`src/rtl/nb_pipe_pkg.sv`:
```
// nb_pipe_pkg: shared constants, FSM state type and helpers for the four-stage pipe sequencer.
package nb_pipe_pkg;
    localparam int NSTAGE    = 4;
    localparam int W_DEF     = 32;
    localparam int CNT_W_DEF = 16;

    typedef enum logic [1:0] {IDLE = 2'd0, FILL = 2'd1, STREAM = 2'd2} seq_state_t;

    function automatic logic [2:0] popcount4(input logic [3:0] v);
        return 3'(v[0]) + 3'(v[1]) + 3'(v[2]) + 3'(v[3]);
    endfunction
endpackage

```
`src/rtl/nb_pipe_stage.sv`:
```
// nb_pipe_stage: one data register plus valid flop; data loads only when the upstream word is valid.
module nb_pipe_stage
    import nb_pipe_pkg::*;
#(
    parameter int W = W_DEF
) (
    input  logic         clock_i,
    input  logic         reset_n_i,
    input  logic         load_en_i,
    input  logic         clr_i,
    input  logic         up_valid_i,
    input  logic [W-1:0] up_data_i,
    output logic         valid_o,
    output logic [W-1:0] data_o
);
    logic         valid_q, valid_d;
    logic [W-1:0] data_q, data_d;

    always_comb begin
        valid_d = clr_i ? 1'b0 : load_en_i ? up_valid_i : valid_q;
        data_d  = (load_en_i & up_valid_i & ~clr_i) ? up_data_i : data_q;
    end

    always_ff @(posedge clock_i or negedge reset_n_i) begin
        if (!reset_n_i) begin
            valid_q <= 1'b0;
            data_q  <= '0;
        end else begin
            valid_q <= valid_d;
            data_q  <= data_d;
        end
    end

    assign valid_o = valid_q;
    assign data_o  = data_q;
endmodule

```
`src/rtl/nb_pipe_sequencer.sv`:
```
// nb_pipe_sequencer: valid/ready controller for the a->b->c->d register chain with flush,
// occupancy, FSM state and a saturating stall-cycle counter.
module nb_pipe_sequencer
    import nb_pipe_pkg::*;
#(
    parameter int W     = W_DEF,
    parameter int CNT_W = CNT_W_DEF
) (
    input  logic             clock_i,
    input  logic             reset_n_i,
    input  logic             in_valid_i,
    output logic             in_ready_o,
    input  logic [W-1:0]     in_data_i,
    output logic             out_valid_o,
    input  logic             out_ready_i,
    output logic [W-1:0]     out_data_o,
    input  logic             flush_i,
    output logic [W-1:0]     a_o,
    output logic [W-1:0]     b_o,
    output logic [W-1:0]     c_o,
    output logic [W-1:0]     d_o,
    output logic [2:0]       occupancy_o,
    output logic [1:0]       state_o,
    output logic [CNT_W-1:0] stall_cnt_o
);
    logic [NSTAGE-1:0] v;
    logic [NSTAGE:0]   uv;
    logic [W-1:0]      ud [NSTAGE+1];
    logic [NSTAGE-1:0] nv;
    logic              advance;
    seq_state_t        state_q, state_d;
    logic [CNT_W-1:0]  stall_q, stall_d;

    assign advance = ~flush_i & ~(v[NSTAGE-1] & ~out_ready_i);
    assign uv      = {v, in_valid_i};
    assign ud[0]   = in_data_i;

    for (genvar i = 0; i < NSTAGE; i++) begin : g_stage
        nb_pipe_stage #(.W(W)) u_stage (
            .clock_i    (clock_i),
            .reset_n_i  (reset_n_i),
            .load_en_i  (advance),
            .clr_i      (flush_i),
            .up_valid_i (uv[i]),
            .up_data_i  (ud[i]),
            .valid_o    (v[i]),
            .data_o     (ud[i+1])
        );
    end

    // FSM looks ahead at the valid bits the coming edge will produce
    always_comb begin
        nv      = flush_i ? '0 : advance ? uv[NSTAGE-1:0] : v;
        state_d = (flush_i || nv == '0) ? IDLE : nv[NSTAGE-1] ? STREAM : FILL;
        stall_d = (v[NSTAGE-1] & ~out_ready_i & ~flush_i & ~&stall_q) ? stall_q + 1'b1 : stall_q;
    end

    always_ff @(posedge clock_i or negedge reset_n_i) begin
        if (!reset_n_i) begin
            state_q <= IDLE;
            stall_q <= '0;
        end else begin
            state_q <= state_d;
            stall_q <= stall_d;
        end
    end

    assign in_ready_o  = advance & reset_n_i;
    assign out_valid_o = v[NSTAGE-1];
    assign out_data_o  = ud[NSTAGE];
    assign a_o         = ud[1];
    assign b_o         = ud[2];
    assign c_o         = ud[3];
    assign d_o         = ud[4];
    assign occupancy_o = popcount4(v);
    assign state_o     = state_q;
    assign stall_cnt_o = stall_q;
endmodule

```
`config.mk`:
```
export PLATFORM = sky130hd
export DESIGN_NAME = nb_pipe_sequencer
export DESIGN_NICKNAME = d
export VERILOG_FILES = /design/src/rtl/nb_pipe_pkg.sv /design/src/rtl/nb_pipe_stage.sv /design/src/rtl/nb_pipe_sequencer.sv
export SDC_FILE = /design/constraint.sdc
export NUM_CORES = 1
export LEC_CHECK = 0
export CORE_MARGIN = 5
export CORE_UTILIZATION = 51
export CTS_BUF_LIST = sky130_fd_sc_hd__clkbuf_8
export DETAILED_ROUTE_END_ITERATION = 6
export GPL_TIMING_DRIVEN = 0
export MAX_ROUTING_LAYER = met4
export PLACE_DENSITY = 0.95
export SYNTH_ARGS = -nofsm -noshare
export SYNTH_HDL_FRONTEND = slang
export SYNTH_HIERARCHICAL = 1
export SYNTH_SLANG_ARGS = --single-unit
```
`constraint.sdc`:
```
create_clock -name clock_i -period 5.6 [get_ports clock_i]
set_input_delay 1.12 -clock clock_i [delete_from_list [all_inputs] [get_ports clock_i]]
set_output_delay 1.12 -clock clock_i [all_outputs]
set_load 0.1 [all_outputs]
```
==> summary.txt <==
Die
  – Full die area: 0.0153 mm2
  – Die Y: about 120 um
  – Rows: 41
  – Initial Util: 0.521
  – Die X: around 120 um
  – Core Region: approximately 0.013 mm2
  – IO Pins: 220

Synth
  – Adder-cell area share of the yosys netlist: 0.00872
  – FFs w/ async S/R, synth: 1.00
  – Syn nets: 439
  – Synth Area in Compound Gates: 0.00246
  – Seq/Total Area, Yosys: 0.569
  – Post-Synth Simple-Gate Area: 0.0474
  – Synth Warn #: 6
  – Post-synthesis xor/xnor area fraction: 0.0199
  – Top cell type's share of synthesized area: 0.569
  – Number of synthesized register bits: 150
  – Avg Inst Size Synth: 16.6 um2
  – Largest family of logic cells by synthesized area: multiplexers
  – Post-synthesis cell type count: 27
  – EDFF count, synth: 0
  – Gate Count Post-Synth: 398
  – Mapped cell area: 0.00660 mm2
  – Synth area leaders: dfrtp_1 57%, mux2_4 27%, buf_4 3.6%
  – Dominant synthesized flop cell: dfrtp_1
  – Post-synthesis mux area share: 0.294
  – Synth area leader: dfrtp_1

STA
  – F_max: 195 MHz
  – Min Tclk post-route: 5.14 ns
  – Slew Viols, Final: 0
  – Setup ws final: 0.461 ns
  – Actual slew at the worst max-slew pin: ~1.1 ns
  – Tcrit/Tclk final: 0.918
  – Final hold viol count: 0
  – Final setup viols: 0
  – RSZ-0062 raised after global routing: no
  – Relative slew slack: 0.286
  – Skew final: 0.0131 ns

GRT
  – Global-route wire length before repair: between 20000 and 25000 um
  – Overall Global Routing Usage: 0.207
  – Antenna violations before repair: 0
  – Gr ovfl total: 0
  – Vias in the first global route: between 4k and 5k
  – Pin count of the biggest net entering global routing: 84

CTS
  – Clock root buffer: clkbuf_8
  – Clock-pin slew on the worst setup and hold paths: approximately 0.070 ns
  – Setup Fix Bufs, Post-CTS: 0
  – CTS sink cnt: 150
  – CTS buffer count: 17
  – CTS resizes: 0
  – Maximum buffer depth of the clock tree: 2
  – CTS tree: yes
  – Htree depth: 4
  – # hold bufs at CTS: 0
  – Clock Latency Late Sink: 0.43 ns

Route
  – Via density: 4.97
  – Vias: ~4.1k
  – WL final: ~15000 um
  – First drt pass iteration count: 4
  – Number of antenna-violating nets in the routed design: 0
  – Wire per inst: 18.5 um
  – DRC: 0
  – Initial drt markers: around 230

Worst setup path
  – Crit path max fanout: 13
  – Slowest CP cell: clkdlybuf4s50_1
  – Crit path max-delay family: buffers and inverters
  – Max incr delay on CP: 1.13 ns
  – CP Capture Type: output port
  – CP Launch Type: input port
  – R2R Setup Slk: 3.21 ns
  – Most frequent CP cell: clkdlybuf4s50_1
  – Worst flop-to-flop path endpoint: g_stage[3].u_stage/data_o[18]$_DFFE_PN0P_
  – Critical path required time: 4.48 ns
  – Arrival time at the worst endpoint: between 4 and 5 ns
  – Reg2Reg Launch Point: g_stage[3].u_stage/valid_o$_DFFE_PN0P_
  – R2R cell count: 5
  – CP cell instances: clkdlybuf4s50_1 > nor2_1 > and2_1 > clkdlybuf4s50_1
  – Setup CP Type: input port to output port
  – Worst Path Buf+Inv: 2

Power and ir drop
  – Leakage dissipation: 4.73 nW
  – Worst vdd ir: approximately 0.00035 V
  – Total chip power: 0.00463 W
  – P per Cell Area: around 490 mW/mm2

Min path
  – Worst hold-check path type: register to register
  – WHS Endpoint: stall_cnt_o[7]$_DFFE_PN0P_
  – Hold depth: 1
  – Hold path start: stall_cnt_o[7]$_DFFE_PN0P_

Place
  – Placed cell count: 790
  – GP Congestion: 0.833
  – Hpwl dp: 11500 um
  – Pre-CTS setup slack: around 0.44 ns
  – Port bufs: 219

Layout
  – Proportion of layout cells with a drive suffix above 1: 0.328
  – Final nets: 678
  – Synth-to-layout area growth: 43.7%
  – Commonest non-fill, non-tap cell in the layout: clkdlybuf4s50_1
  – Ant. Diodes: 0
  – Most frequent cells in the layout: 218 x clkdlybuf4s50_1, 150 x dfrtp_1, 120 x mux2_4
  – Post-route core utilization: 0.749
  – Non-filler cells, final: 822

Status
  – Outcome: complete, no violations

Job
  – Max-cap violations: 0
-- stage by stage --
step / cell area (um2) / hold slack [ns] / TNS (ns)
2_1_floorplan: 6600 / 0.574 / 0
3_3_place_gp: 9010 / 0.482 / -337.10
3_5_place_dp: 9040 / 0.498 / 0
4_1_cts: 9490 / 0.512 / 0
5_1_grt: 9490 / 0.523 / 0
6_report: 9490 / 0.502 / 0
-- area by class of cell --
| class | count | area (um2) |
|---|---|---|
| multi-input combinational | 201 | 2460 |
| clock inverter | 12 | 173 |
| clock buffer | 20 | 275 |
| tap | 172 | 215 |
| inverter | 3 | 11.3 |
| fill | 755 | 3190 |
| buffer | 44 | 375 |
| sequential | 150 | 3750 |
| timing repair buffer | 220 | 2220 |
-- state kept, by name (all words and copies together) (netlist names) --
| name | flops |
|---|---|
| g_stage.u_stage/data_o | 128 |
| stall_cnt_o | 16 |
| g_stage.u_stage/valid_o | 4 |
| state_o | 2 |
-- synthesized netlist by cell type (2+ instances only) --
cell type,count
xor2_1,12
nand2_1,5
nand3b_4,4
nor4_1,3
nand4_1,4
xnor2_1,3
buf_4,32
mux2_4,120
nand3_1,4
inv_1,3
mux2i_1,4
nor3_1,6
dfrtp_1,150
mux2_2,9
ha_1,3
nor3b_1,2
nor2_1,13
buf_6,12
-- logic make-up after synthesis --
family                     Yosys count
AOI/OAI and AO/OA                    1
DFF                                150
adders and majority gates            4
buffers and inverters               47
and+or+nand+nor                     48
muxes                              133
xor gates and xnor gates            15
-- worst register-to-register path: stages, from the launching register on --
cell,delay (ns)
dfrtp_1,0.44
nor2b_1,0.18
nor2_1,0.81
nand3b_4,0.28
buf_6,0.26
mux2_4,0.31
-- per-layer routing --
layer  global-route usage  up-vias  wire length, um
li1                     -     1854                -
met1                0.240     2056             5970
met2                0.358      154             8070
met3               0.0427       24              838
met4               0.0734        0              335
met5                    -        -                0
-- report_power, final --
part	internal, W	total (W)	leakage (nW)	switching, W
Combinational	0.000596	0.00226	2.55	0.00167
Clock	0.000521	0.000914	0.231	0.000392
Sequential	0.00127	0.00146	1.95	0.000183
Total	0.00239	0.00463	4.73	0.00224
-- how the worst max path moves through the flow --
stage                 from         end  slack, ns  cells after the start
2_1_floorplan  out_ready_i  in_ready_o       1.72                      3
3_3_place_gp     reset_n_i  in_ready_o      -3.45                      3
3_5_place_dp       flush_i  in_ready_o       0.44                      4
4_1_cts            flush_i  in_ready_o       0.44                      4
5_1_grt            flush_i  in_ready_o       0.29                      4
6_report           flush_i  in_ready_o       0.46                      4
Note: power is estimated with default switching activity, not from simulation.
